<file path="src/rtl/core_pkg.sv">
// rtl/core_pkg.sv - shared types and constants for the RV32I core
package core_pkg;

    localparam int          XLEN     = 32;
    localparam logic [31:0] RESET_PC = 32'h0000_0000;
    localparam logic [31:0] NOP_INST = 32'h0000_0013;

    localparam logic [6:0] OPC_BRANCH = 7'b1100011;
    localparam logic [6:0] OPC_LOAD   = 7'b0000011;

    typedef enum logic [1:0] {
        S_BOOT  = 2'd0,
        S_FETCH = 2'd1,
        S_MISS  = 2'd2,
        S_DROP  = 2'd3
    } fetch_state_t;

endpackage

</file>
<file path="src/rtl/ifid_reg.sv">
// rtl/ifid_reg.sv - enable/flush pipeline register (pc, inst, valid)
module ifid_reg #(
    parameter int          XLEN     = 32,
    parameter logic [31:0] NOP_INST = 32'h0000_0013
) (
    input  logic            clk,
    input  logic            rst_n,
    input  logic            en,
    input  logic            flush,
    input  logic [XLEN-1:0] d_pc,
    input  logic [XLEN-1:0] d_inst,
    input  logic            d_valid,
    output logic [XLEN-1:0] q_pc,
    output logic [XLEN-1:0] q_inst,
    output logic            q_valid
);

    // Flush wins over enable so a bubble can never be overwritten by a load.
    always_ff @(posedge clk or negedge rst_n) begin
        if (!rst_n) begin
            q_pc    <= '0;
            q_inst  <= NOP_INST[XLEN-1:0];
            q_valid <= 1'b0;
        end else if (flush) begin
            q_pc    <= '0;
            q_inst  <= NOP_INST[XLEN-1:0];
            q_valid <= 1'b0;
        end else if (en) begin
            q_pc    <= d_pc;
            q_inst  <= d_inst;
            q_valid <= d_valid;
        end
    end

endmodule

</file>
<file path="src/rtl/fetch_stage_ctrl.sv">
// rtl/fetch_stage_ctrl.sv - PC, IF/ID register and I-cache request sequencer
module fetch_stage_ctrl
    import core_pkg::*;
#(
    parameter int          XLEN     = core_pkg::XLEN,
    parameter logic [31:0] RESET_PC = core_pkg::RESET_PC,
    parameter logic [31:0] NOP_INST = core_pkg::NOP_INST
) (
    input  logic            clk,
    input  logic            rst_n,
    input  logic            hazard_stall,
    input  logic            hazard_flush,
    input  logic            redirect_valid,
    input  logic [XLEN-1:0] redirect_pc,
    input  logic            mem_stall,
    output logic            icache_ren,
    output logic [XLEN-3:0] icache_addr,
    input  logic [XLEN-1:0] icache_rdata,
    input  logic            icache_stall,
    output logic [XLEN-1:0] ifid_pc,
    output logic [XLEN-1:0] ifid_inst,
    output logic            ifid_valid
);

    // PC is kept as a word address; the low two bits are always zero.
    fetch_state_t    state, state_next;
    logic [XLEN-3:0] pc_word, pc_next;
    logic            pend_valid, pend_valid_next;
    logic [XLEN-3:0] pend_pc, pend_pc_next;
    logic            ifid_en, ifid_flush;
    logic            freeze;
    logic [XLEN-3:0] redirect_word;
    logic            unused_redirect_lsbs;

    assign freeze               = mem_stall | icache_stall;
    assign redirect_word        = redirect_pc[XLEN-1:2];
    assign unused_redirect_lsbs = &{1'b0, redirect_pc[1:0]};

    always_ff @(posedge clk or negedge rst_n) begin
        if (!rst_n) begin
            state      <= S_BOOT;
            pc_word    <= RESET_PC[XLEN-1:2];
            pend_valid <= 1'b0;
            pend_pc    <= '0;
        end else begin
            state      <= state_next;
            pc_word    <= pc_next;
            pend_valid <= pend_valid_next;
            pend_pc    <= pend_pc_next;
        end
    end

    // S_DROP is only entered together with pend_valid, so the final accept
    // branch is reached only from S_FETCH or S_MISS.
    always_comb begin
        state_next      = state;
        pc_next         = pc_word;
        pend_valid_next = pend_valid;
        pend_pc_next    = pend_pc;
        ifid_en         = 1'b0;
        ifid_flush      = 1'b0;

        if (state == S_BOOT) begin
            state_next = S_FETCH;
        end else if (redirect_valid && freeze) begin
            pend_valid_next = 1'b1;
            pend_pc_next    = redirect_word;
            state_next      = icache_stall ? S_DROP : S_FETCH;
        end else if (redirect_valid) begin
            pc_next         = redirect_word;
            ifid_flush      = 1'b1;
            pend_valid_next = 1'b0;
            state_next      = S_FETCH;
        end else if (freeze) begin
            if (icache_stall) begin
                if (state == S_FETCH) begin
                    state_next = S_MISS;
                end
            end else begin
                state_next = S_FETCH;
            end
        end else if (pend_valid) begin
            // Deferred redirect: drops any wrong-path data returned this cycle.
            pc_next         = pend_pc;
            ifid_flush      = 1'b1;
            pend_valid_next = 1'b0;
            state_next      = S_FETCH;
        end else if (hazard_stall) begin
            state_next = S_FETCH;
        end else if (hazard_flush) begin
            ifid_flush = 1'b1;
            pc_next    = pc_word + 1'b1;
            state_next = S_FETCH;
        end else begin
            ifid_en    = 1'b1;
            pc_next    = pc_word + 1'b1;
            state_next = S_FETCH;
        end
    end

    assign icache_ren  = (state != S_BOOT);
    assign icache_addr = pc_word;

    ifid_reg #(
        .XLEN     (XLEN),
        .NOP_INST (NOP_INST)
    ) u_ifid (
        .clk     (clk),
        .rst_n   (rst_n),
        .en      (ifid_en),
        .flush   (ifid_flush),
        .d_pc    ({pc_word, 2'b00}),
        .d_inst  (icache_rdata),
        .d_valid (1'b1),
        .q_pc    (ifid_pc),
        .q_inst  (ifid_inst),
        .q_valid (ifid_valid)
    );

endmodule

</file>
<file path="config.mk">
export PLATFORM = sky130hd
export DESIGN_NAME = fetch_stage_ctrl
export DESIGN_NICKNAME = d
export VERILOG_FILES = /design/src/rtl/core_pkg.sv /design/src/rtl/ifid_reg.sv /design/src/rtl/fetch_stage_ctrl.sv
export SDC_FILE = /design/constraint.sdc
export NUM_CORES = 1
export LEC_CHECK = 0
export CORE_MARGIN = 1.5
export CORE_UTILIZATION = 56
export CTS_CLUSTER_SIZE = 12
export DETAILED_ROUTE_END_ITERATION = 8
export DONT_BUFFER_PORTS = 1
export GPL_TIMING_DRIVEN = 0
export MAX_ROUTING_LAYER = met4
export PLACE_DENSITY = 0.7
export SYNTH_ARGS = -nofsm -noshare
export SYNTH_HDL_FRONTEND = slang
export SYNTH_SLANG_ARGS = --single-unit
export TNS_END_PERCENT = 100
</file>
<file path="constraint.sdc">
create_clock -name clk -period 2.31 [get_ports clk]
set_clock_uncertainty 0.2 [all_clocks]
set_input_delay 0.462 -clock clk [delete_from_list [all_inputs] [get_ports clk]]
set_output_delay 0.462 -clock clk [all_outputs]
set_load 0.1 [all_outputs]
</file>
Word level (Yosys, flattened, before mapping)
Cells that the tools add are included.
Cells by class
  add/sub/neg operators: 1
  equality and inequality tests: 5
  muxes and demuxes: 34
  bitwise operators: 3
  reduce and logical (&&, ||, !) cells: 7
Operators with widths (count)
  32-bit 2-to-1 mux: 4
  30-bit 2-to-1 mux: 4
  30-bit by 1-bit adder with 30-bit output (second input constant): 1
  1-bit 2-to-1 mux: 19
  2-bit 2-to-1 mux: 7
  6-bit by 3-bit != test with 1-bit output (second input constant): 1
  2-bit AND reduction: 2
  4-bit AND reduction: 1
  2-bit nonzero test: 2
  3-bit by 1-bit != test with 1-bit output (second input constant): 1
  3-bit by 2-bit != test with 1-bit output (second input constant): 1
  2-bit by 1-bit equality test with 1-bit output (second input constant): 1
  2-bit zero test: 1
  2-bit != test (second input constant): 1
  1-bit inverter: 2
  1-bit logical AND: 1
  1-bit OR: 1
Word-level totals
  register bits after elaboration: 128
  output and inout bits: 96
  logic and storage cells: 57

Logic depth before layout (Yosys ltp)
Gate-level depths: netlist of the first run.
  depth in word-level cells: 9
  depth in mapped cells: 9
  mapped depth without buffers: 6

Cells and area by module
A second synthesis of the first run with hierarchy kept.
Unflattened totals
  cell total of the unflattened synthesis: 601
  area total of the unflattened synthesis: 6341.1 um^2
Modules (own cells, without submodules)
  fetch_stage_ctrl: times used 1, cells each 391, area an instance 3646.0 um^2
  ifid_reg: times used 1, cells each 210, area an instance 2695.1 um^2

Worst setup path after synthesis of the first run
OpenSTA, ideal clock, no wires.
  kind: reg-to-reg
  start point: register pc_word[4] (netlist: icache_addr[4])
  end point: register pc_word[27] (netlist: icache_addr[27])
  arrival time: 2463 ps
  required time: 1982 ps
  slack: -481 ps
  stages on the path, launching flop included: 7
  buffers on the path: 1
  period minus slack after synthesis: 2791 ps
  path through: dfrtp_1 > buf_2 > and4_1 > nand3_1 > or4_4 > o31ai_1 > a21oi_1
Between the ends
  cells in the longest elaborated chain, start to end: 5
RTL lines
  start, declared: line fetch_stage_ctrl.sv:27  | logic [XLEN-3:0] pc_word, pc_next;
  start signal, assigned: line fetch_stage_ctrl.sv:42  | pc_word <= RESET_PC[XLEN-1:2];
  start signal, assigned: line fetch_stage_ctrl.sv:47  | pc_word <= pc_next;
  30-bit by 1-bit adder with 30-bit output: line fetch_stage_ctrl.sv:92, fetch_stage_ctrl.sv:96
  30-bit 2-to-1 mux: line fetch_stage_ctrl.sv:88  | end else if (hazard_stall) begin
  30-bit 2-to-1 mux: line fetch_stage_ctrl.sv:82  | end else if (pend_valid) begin
  30-bit 2-to-1 mux: line fetch_stage_ctrl.sv:74  | end else if (freeze) begin
  30-bit 2-to-1 mux: line fetch_stage_ctrl.sv:69  | end else if (redirect_valid) begin
No other way between the ends. The select of a mux whose other input is x is not followed.
A chain may end at the register's enable or synchronous reset.

Worst setup path after layout of the first run
  start point: register pc_word[2] (netlist: icache_addr[2])
  end point: register pc_word[21] (netlist: icache_addr[21])
The elaborated chain is that of the path after synthesis.

==> results, run 1 <==
- The flow ran to the end, but the final reports show violations.
- The final reports fail on negative hold slack, negative setup slack.
- The total net switching power is between 0.002 and 0.003 W.
- The critical path's top delay family is simple AND/OR/NAND/NOR gates.
- The buffer type at the clock tree root is clkbuf_8.
- After floorplanning, the core was divided into 36 placement rows.
- The cell total after placement is ~650.
- The layout has ~620 filler cells.
- In the post-synthesis netlist, the biggest area contributors are dfrtp_1, a22o_1, mux2_2.
- The number of global-route vias before repair is ~5000.
- The proportion of synthesized flip-flops having asynchronous set or reset is 100%.
- The library cell contributing the largest single delay on the critical path is dfrtp_4.
- Synthesis produced slightly above 500 cells.
- The count of routing violations after the opening detailed-route iteration is 393.
- The element type at the critical path end is a flip-flop.
- The area share of the largest cell type after synthesis is a little over half.
- The number of distinct standard cells referenced by the synthesized netlist is 57.
- Clock-pin slew was measured on the worst setup and hold paths at roughly 60 ps.
- The number of endpoints failing setup at the final stage is 6.
- Max-cap violations in this run came to 0.
- 167 I/O pins were placed.
- Using the TritonRoute via totals, the vias-per-cell ratio works out to between 6 and 7.
- Buffers placed on the I/O ports in this run total 0.
- The critical path goes through buf_8, nand4_1, buf_4, or3_1, o31ai_1, nand3_1, o211ai_1.
- The number of clock sinks seen by CTS is about 130.
- For the finished layout, the period the worst path requires is ~2400 ps.
- The ratio of cells with drive above 1 in the final layout is 25.9%.
- The CTS H-tree depth is 4.
- The largest incremental delay on the critical path is about 630 ps.
- The DRC violations left is 0.
- The worst path uses 102% of the clock period.
- Static timing analysis puts the maximum clock frequency at between 0.4 and 0.5 GHz.
- The buffers plus inverters on the worst setup path is 2.
- The critical path required time is ~2500 ps.
- The predominant post-synthesis flop cell is dfrtp_1.
- Internal power comes to approximately 0.0047 W.
- No sink is reached through more buffers than the 2 on the longest clock path.
- In the global route stage, overall resource usage came out at approximately 33%.
- The core area is a little under 10000 sq um.
- The number of slew-limit violations in the final report is 0.
- Global routing finished with a remaining overflow of 0.
- The number of hold buffers added after CTS was 63.
- In this run the tightest slew margin relative to its limit is 31.0%.
- The clock power share is 35.6%.
- For this design the static power due to leakage is roughly 3.3 nW.
- The half-perimeter wire length after placement is around 11 mm.
- The final number of hold-violating endpoints is roughly 130.
- The arrival time of the worst setup path is 2590 ps.
- The diode insertion count for antenna repair is 0.
- The number of CTS-inserted buffers is 17.
- The worst setup path is launched from a flip-flop.
- The measured slew at the worst slew-check pin is 1040 ps.
- The register bit count reported by yosys is about 130.
- In the post-synthesis netlist, the cell with the most instances is dfrtp_1.
- The path class of the tightest hold or removal check is in2async.
- Of all nets on the critical path, the largest fanout is 7.
- The initial core utilization is 58.5%.
- For this run, the register share of the synthesized area comes to 54.4%.
- The peak supply drop is 0.000576 V.
- Setup repair after global routing could not meet its margin everywhere.
- The cell area that synthesis handed to floorplanning was approximately 5800 sq um.
- Timing analysis after detailed placement gives a worst setup slack of -483 ps.
- The routed layout has roughly 5000 vias.
- The post-detailed-route wirelength per cell is around 23 um.
- The clock reaches the later pin of the worst-skew pair after between 500 and 600 ps.
- The weighted congestion reported at the end of routability-driven placement is a little under 0.9.
- The worst hold margin is -575 ps.
- The post-synthesis cell type with the largest combined area is dfrtp_1.
- The count of flip-flops with a built-in enable after synthesis is 0.
- The post-layout instance count excluding filler cells is between 700 and 800.
- After detailed routing, the total wire length is 18.1 mm.
- The share of total power consumed by net switching is 38.6%.
- The average cell area after synthesis is approximately 11 sq um.
- Measured along the y axis, the die boundary spans between 100 and 150 um.
- Registers are responsible for approximately 52% of the overall power.
- The overall die area is between 10000 and 15000 sq um.
- The commonest cells after synthesis are dfrtp_1, a22o_1, nand2_1, mux2_2, nor2_1.
- The first detailed-routing pass took 5 iterations.
- The CTS tree is built.
- The die boundary width is ~100 um.
- The net count of the finished layout is 700.
- The first global-routing pass estimated approximately 27 mm of wire.
- The final antenna-violating net count is 0.
- The area growth from synthesis to layout is 33.5%.
- The logic gate share of total power is between 10% and 20%.
- Dividing total power by cell area gives a power density of around 1000 nW/um^2.
- During synthesis, Yosys emitted a total of 0 warnings.
- The type of the setup path with the least slack is reg2reg.
- The largest net degree at the start of global routing is between 100 and 150.
- The final worst-path setup slack is -55.4 ps.
- The number of antenna violations at the first check in global routing is 0.
final cells by class:
type                            count  area, sq um  share of cell area (%)
Timing Repair Buffer               91          918                    11.9
Sequential cell                   126         3240                    41.9
Clock inverter                     11          164                    2.12
Tap cell                          133          166                    2.15
Inverter                            7         40.0                   0.517
Clock buffer                       21          439                    5.67
Multi-Input combinational cell    346         2510                    32.4
Buffer                             39          264                    3.41
layout by cell type, fill, tap and decap left out, types with 8 or more instances in the layout:
master	instances
o21ai_0	17
buf_4	26
a21oi_1	25
mux2_2	30
a22o_1	59
dfrtp_4	20
clkbuf_16	20
clkbuf_1	17
xnor2_1	8
nor2_1	24
nand2_1	35
nand3_1	21
dlygate4sd3_1	63
dfrtp_1	96
o211ai_1	8
xor2_1	10
repair_timing:
item	CTS	global route
setup endpoints to repair	85	109
endpoints found under the hold margin	211	126
cloned	0	4
gates resized for setup	33	37
pin swaps	5	7
buffers inserted	12	12
cells by family (layout without fill, tap and decap cells):
kind of cell	Yosys count	count (layout)	share of synthesized area [%]
muxes	34	34	6.52
DFF	126	126	54.4
other	1	2	0.0647
and+or+nand+nor	138	138	12.3
AOI/OAI and AO/OA	153	153	19.7
adders and majority gates	1	1	0.216
buffers and inverters	48	169	3.99
xor gates and xnor gates	18	18	2.72
power groups by stage:
stage | Clock (W) | Sequential [W] | Combinational, W
CTS | 0.00275 | 0.00402 | 0.000872
global route | 0.00286 | 0.00407 | 0.00102
global placement | 0 | 0.00401 | 0.000701
finish | 0.00275 | 0.00404 | 0.000938
floorplan | 0 | 0.00392 | 0.000589
detailed placement | 0 | 0.00403 | 0.000724
worst paths after layout:
path	slack [ps]	cells past startpoint	endpoint	startpoint
min reg2reg	310	1	pend_pc[26]$_DFFE_PN0P_	pend_pc[26]$_DFFE_PN0P_
max reg2reg	-60	7	icache_addr[21]$_DFFE_PN0P_	icache_addr[2]$_DFFE_PN0P_
max in group asynchronous	2270	0	u_ifid.q_inst[4]$_DFFE_PN1P_	rst_n
min in group clk	30	3	icache_addr[13]$_DFFE_PN0P_	redirect_pc[15]
min	-570	0	u_ifid.q_inst[11]$_DFFE_PN0P_	rst_n
max	-60	7	icache_addr[21]$_DFFE_PN0P_	icache_addr[2]$_DFFE_PN0P_
per-stage QoR:
step                setup TNS, ps  utilization, %  power, W  instance area, sq um
global placement            -8590            60.9   0.00472                  6030
floorplan                   -8.11               -   0.00451                  5870
global route                 -987            78.1   0.00795                  7740
detailed placement         -10140            60.9   0.00476                  6030
finish                       -123            78.1   0.00774                  7740
CTS                         -17.9            75.4   0.00765                  7470
layer usage:
layer / vias up / track usage (%) / wire length [um] / share of wire, %
met5: - / - / 0 / 0
met4: 0 / 12.1 / 374 / 2.1
met3: 34 / 8.73 / 1580 / 8.7
met2: 293 / 52.6 / 9050 / 50
met1: 2536 / 41.4 / 7130 / 39
li1: 2155 / - / - / -
flip-flops by register name, indices dropped and copies added, names as in the netlist:
| signal | flops |
|---|---|
| icache_addr | 30 |
| state | 2 |
| u_ifid.q_valid | 1 |
| u_ifid.q_inst | 32 |
| u_ifid.q_pc | 30 |
| pend_pc | 30 |
| pend_valid | 1 |
No activity file was read; power rests on OpenSTA's default activity.
==> run 2, diff against run 1 <==
--- a/config.mk
+++ b/config.mk
@@ -6,13 +6,12 @@
 export NUM_CORES = 1
 export LEC_CHECK = 0
 export CORE_MARGIN = 1.5
-export CORE_UTILIZATION = 56
-export CTS_CLUSTER_SIZE = 12
+export CORE_UTILIZATION = 45
 export DETAILED_ROUTE_END_ITERATION = 8
 export DONT_BUFFER_PORTS = 1
 export GPL_TIMING_DRIVEN = 0
 export MAX_ROUTING_LAYER = met4
-export PLACE_DENSITY = 0.7
+export PLACE_DENSITY = 0.59
 export SYNTH_ARGS = -nofsm -noshare
 export SYNTH_HDL_FRONTEND = slang
 export SYNTH_SLANG_ARGS = --single-unit
==> run 2 against run 1 <==
  * The flow still finishes with violations (negative hold slack, negative setup slack)
  * Setup slack got worse by 14 ps
  * Clock power up 4%
  * Non-clock buffer count decreased by 17
  * Worst hold slack better by 110 ps
  * Register-to-register slack about the same
  * Power rose by 0.66%
  * First-iteration DRC count rose by 4.3%
  * Sequential power about the same
  * Combinational power is 5.1% lower
  * Sequential share of layout area rose by 0.61 points
  * Critical path type unchanged
  * Largest power group unchanged
==> results, run 2 (synthesis results as in run 1) <==
- The final antenna-violating net count is 0 (unchanged).
- The peak supply drop was 0.000588 V (+2.1%).
- The clock tree buffer depth is 2 (unchanged).
- The number of max-cap violations was 0 (unchanged).
- The detailed-route wire length came to 17.7 mm (-2.2%).
- The met2 global-route usage was 43.1% (-9.5 points).
- The DRC violations left is 0 (unchanged).
- The peak fanout along the critical path is 4 (-3).
- Relative to the synthesized area, the layout overhead comes to 31.4%.
- The number of clock sinks seen by CTS was 126 (unchanged).
- The post-layout minimum cycle time came to 2380 ps (+13.8 ps).
- The buffer type at the clock tree root is clkbuf_16.
- The flip-flop count of the largest register, all copies and words added came to 32 (unchanged).
- The ratio of cells with drive above 1 in the final layout is 24.8% (-1.1 points).
- The number of global-route vias before repair is 4804 (-3.7%).
- The final worst-path setup slack came to -69.1 ps (-13.8 ps).
- The clock transition at the register clock pins on the worst setup and hold paths after CTS came to 60 ps (about the same).
- Setup repair after global routing could not meet its margin everywhere.
- The arrival time of the worst setup path is 2520 ps (-70 ps).
- The number of vias per cell after detailed routing is 5.98 (-7.8%).
- The net count of the finished layout came to 683 (-2.4%).
- The CTS H-tree depth is 4 (unchanged).
- The layer with the highest usage after global routing is met2.
- The first-pass GRT wire length is 27.1 mm (-0.61%).
- The total I/O pin count is 167 (unchanged).
- The weighted congestion reported at the end of routability-driven placement came to 0.870 (-0.48%).
- The y dimension of the die is 117 um (+11%).
- The length of the first detailed-routing pass in iterations is 5 (unchanged).
- The element type at the critical path end is a flip-flop.
- The maximum frequency from static timing analysis is 0.420 GHz (-0.58%).
- The leftover overflow at the end of global routing was 0 (unchanged).
- The layout filler cell count is 1060 (+71%).
- The overall track demand over capacity in global routing is 28.0% (-5.3 points).
- The latest clock arrival within the worst-skew pair came to 420 ps (-110 ps).
- The worst hold margin is -468 ps (+107 ps).
- The overall die area is 13600 sq um (+24%).
- The cell total after placement is 692 (+6.0%).
- The number of antenna violations at the first check in global routing is 0 (unchanged).
- The power per cell area came to 1020 nW/um^2 (+2.2%).
- The met3 routing resource usage after global routing is 8.77% (+0.036 points).
- The remaining max-slew budget at the tightest pin is 26.8% (-4.1 points).
- The diode insertion count for antenna repair is 0 (unchanged).
- The half-perimeter wire length after placement is 11.3 mm (+3.3%).
- The post-detailed-route wirelength per cell is 22.3 um (-4.9%).
- The hold-fix buffer count after cts was 63 (unchanged).
- The number of slew-limit violations in the final report was 0 (unchanged).
- The final number of hold-violating endpoints came to 126 (unchanged).
- The share of the clock period used by the worst path after layout is 103% (+0.60 points).
- The area taken by flip-flops and latches is 3240 sq um (-0.12%).
- The startpoint type of the worst setup path is a flip-flop.
- The final design utilization is 60.4% (-18 points).
- The core area is 12600 sq um (+27%).
- In the layout the commonest cells are dfrtp_1, dlygate4sd3_1, a22o_1, nand2_1, mux2_2.
- u_ifid.q_inst holds more flip-flops than any other register.
- The number of CTS-inserted buffers is 17 (unchanged).
- The critical path required time is 2450 ps (-90 ps).
- The cell leakage power came to 3.23 nW (-2.1%).
- The measured slew at the worst slew-check pin is 1100 ps (+61.9 ps).
- The checks that failed: negative hold slack, negative setup slack.
- The CTS tree is built.
- The total number of placement rows was 41 (+14%).
- The post-layout instance count excluding filler cells is 796 (+2.8%).
- The area used by multi-input combinational logic is 2500 sq um (-0.25%).
- The count of routing violations after the opening detailed-route iteration is 410 (+4.3%).
- The worst hold path belongs to the class in2async.
- The run finished, with violations left.
- The count of port buffers added during placement was 0 (unchanged).
- The via count of the routed design is 4759 (-5.2%).
- The critical path in this run is classified as reg2reg.
- The initial core utilization is 46.0% (-13 points).
- The logic depth of the worst register-to-register path was 6 (-1).
- The worst setup slack after placement is -466 ps (+17.1 ps).
- The number of endpoints failing setup at the final stage is 4 (-2).
- The largest net degree at the start of global routing is 127 (unchanged).
- The final sum of negative setup slack is -163 ps (-39.5 ps).
- The leading cell type in the layout, fill and taps excluded is dfrtp_1.
- The fraction of met1 tracks used by global routing came to 35.2% (-6.2 points).
- The die boundary width came to 117 um (+11%).
## run 2: cell types whose count changed in the layout (fill, tap and decap cells not counted), moves of 3 or more
cell       previous run  this run
buf_4                26        12
clkbuf_2              6        10
clkbuf_1             17        11
clkinv_4              0         3
clkbuf_16            20        17
## run 2: worst max-delay path, cell delays in order, from the launching register on
cell and delay [ps]:
dfrtp_4 620, buf_6 160, and4_4 270, nand3_4 110
or4_4 600, o211a_1 240, nor3_2 100
## run 2: metal layers
metal  up-vias  part of all wire (%)
met5         -                     0
met4         0                   2.0
met3        28                   8.6
met2       243                    48
met1      2363                    42
li1       2125                     -
## run 2: worst paths after layout
kind                                                 start                             to  slack, ps
max in group asynchronous                            rst_n   u_ifid.q_inst[0]$_DFFE_PN1P_       2050
worst min register to register     pend_pc[17]$_DFFE_PN0P_        pend_pc[17]$_DFFE_PN0P_        310
worst max-delay path            icache_addr[4]$_DFFE_PN0P_    icache_addr[29]$_DFFE_PN0P_        -70
worst max register to register  icache_addr[4]$_DFFE_PN0P_    icache_addr[29]$_DFFE_PN0P_        -70
worst min-delay path                                 rst_n  u_ifid.q_inst[15]$_DFFE_PN0P_       -470
min in group clk                           redirect_pc[19]    icache_addr[17]$_DFFE_PN0P_         30
## run 2: per-stage QoR
stage,hold WS (ps),cell area [sq um],power [W]
2_1_floorplan,-33.6,5870,0.00451
3_3_place_gp,-31.1,6080,0.00474
3_5_place_dp,-30.9,6080,0.00476
4_1_cts,-486,7510,0.00779
5_1_grt,-488,7620,0.00805
6_report,-468,7620,0.00779
## run 2: what timing repair did
action                                  CTS  global route
endpoints found under the setup margin  106            97
resized for setup                        35            39
pin swaps                                 6             5
hold endpoints to repair                191           126
setup buffers                             6             4
## run 2: area by class of cell
class                   instances  area share [%]
well taps                     172            2.82
flip-flops and latches        126            42.5
clock buffers                  19            5.81
repair buffers                 73            9.31
multi-input cells             346            32.8
inverters                       7           0.525
plain buffers                  40            3.74
clock inverters                13            2.48
## run 2: report_power, final
part           switching, W  leakage [nW]  internal, W
clock network       0.00102         0.304      0.00184
registers           0.00154          1.58      0.00249
logic              0.000438          1.35     0.000452
total               0.00300          3.23      0.00478
==> run 3, diff against run 2 <==
--- a/config.mk
+++ b/config.mk
@@ -7,6 +7,7 @@
 export LEC_CHECK = 0
 export CORE_MARGIN = 1.5
 export CORE_UTILIZATION = 45
+export CTS_CLUSTER_DIAMETER = 80
 export DETAILED_ROUTE_END_ITERATION = 8
 export DONT_BUFFER_PORTS = 1
 export GPL_TIMING_DRIVEN = 0
==> results of run 3 <==
Same layout as run 2: the final DEF is identical, and so are final timing and power.
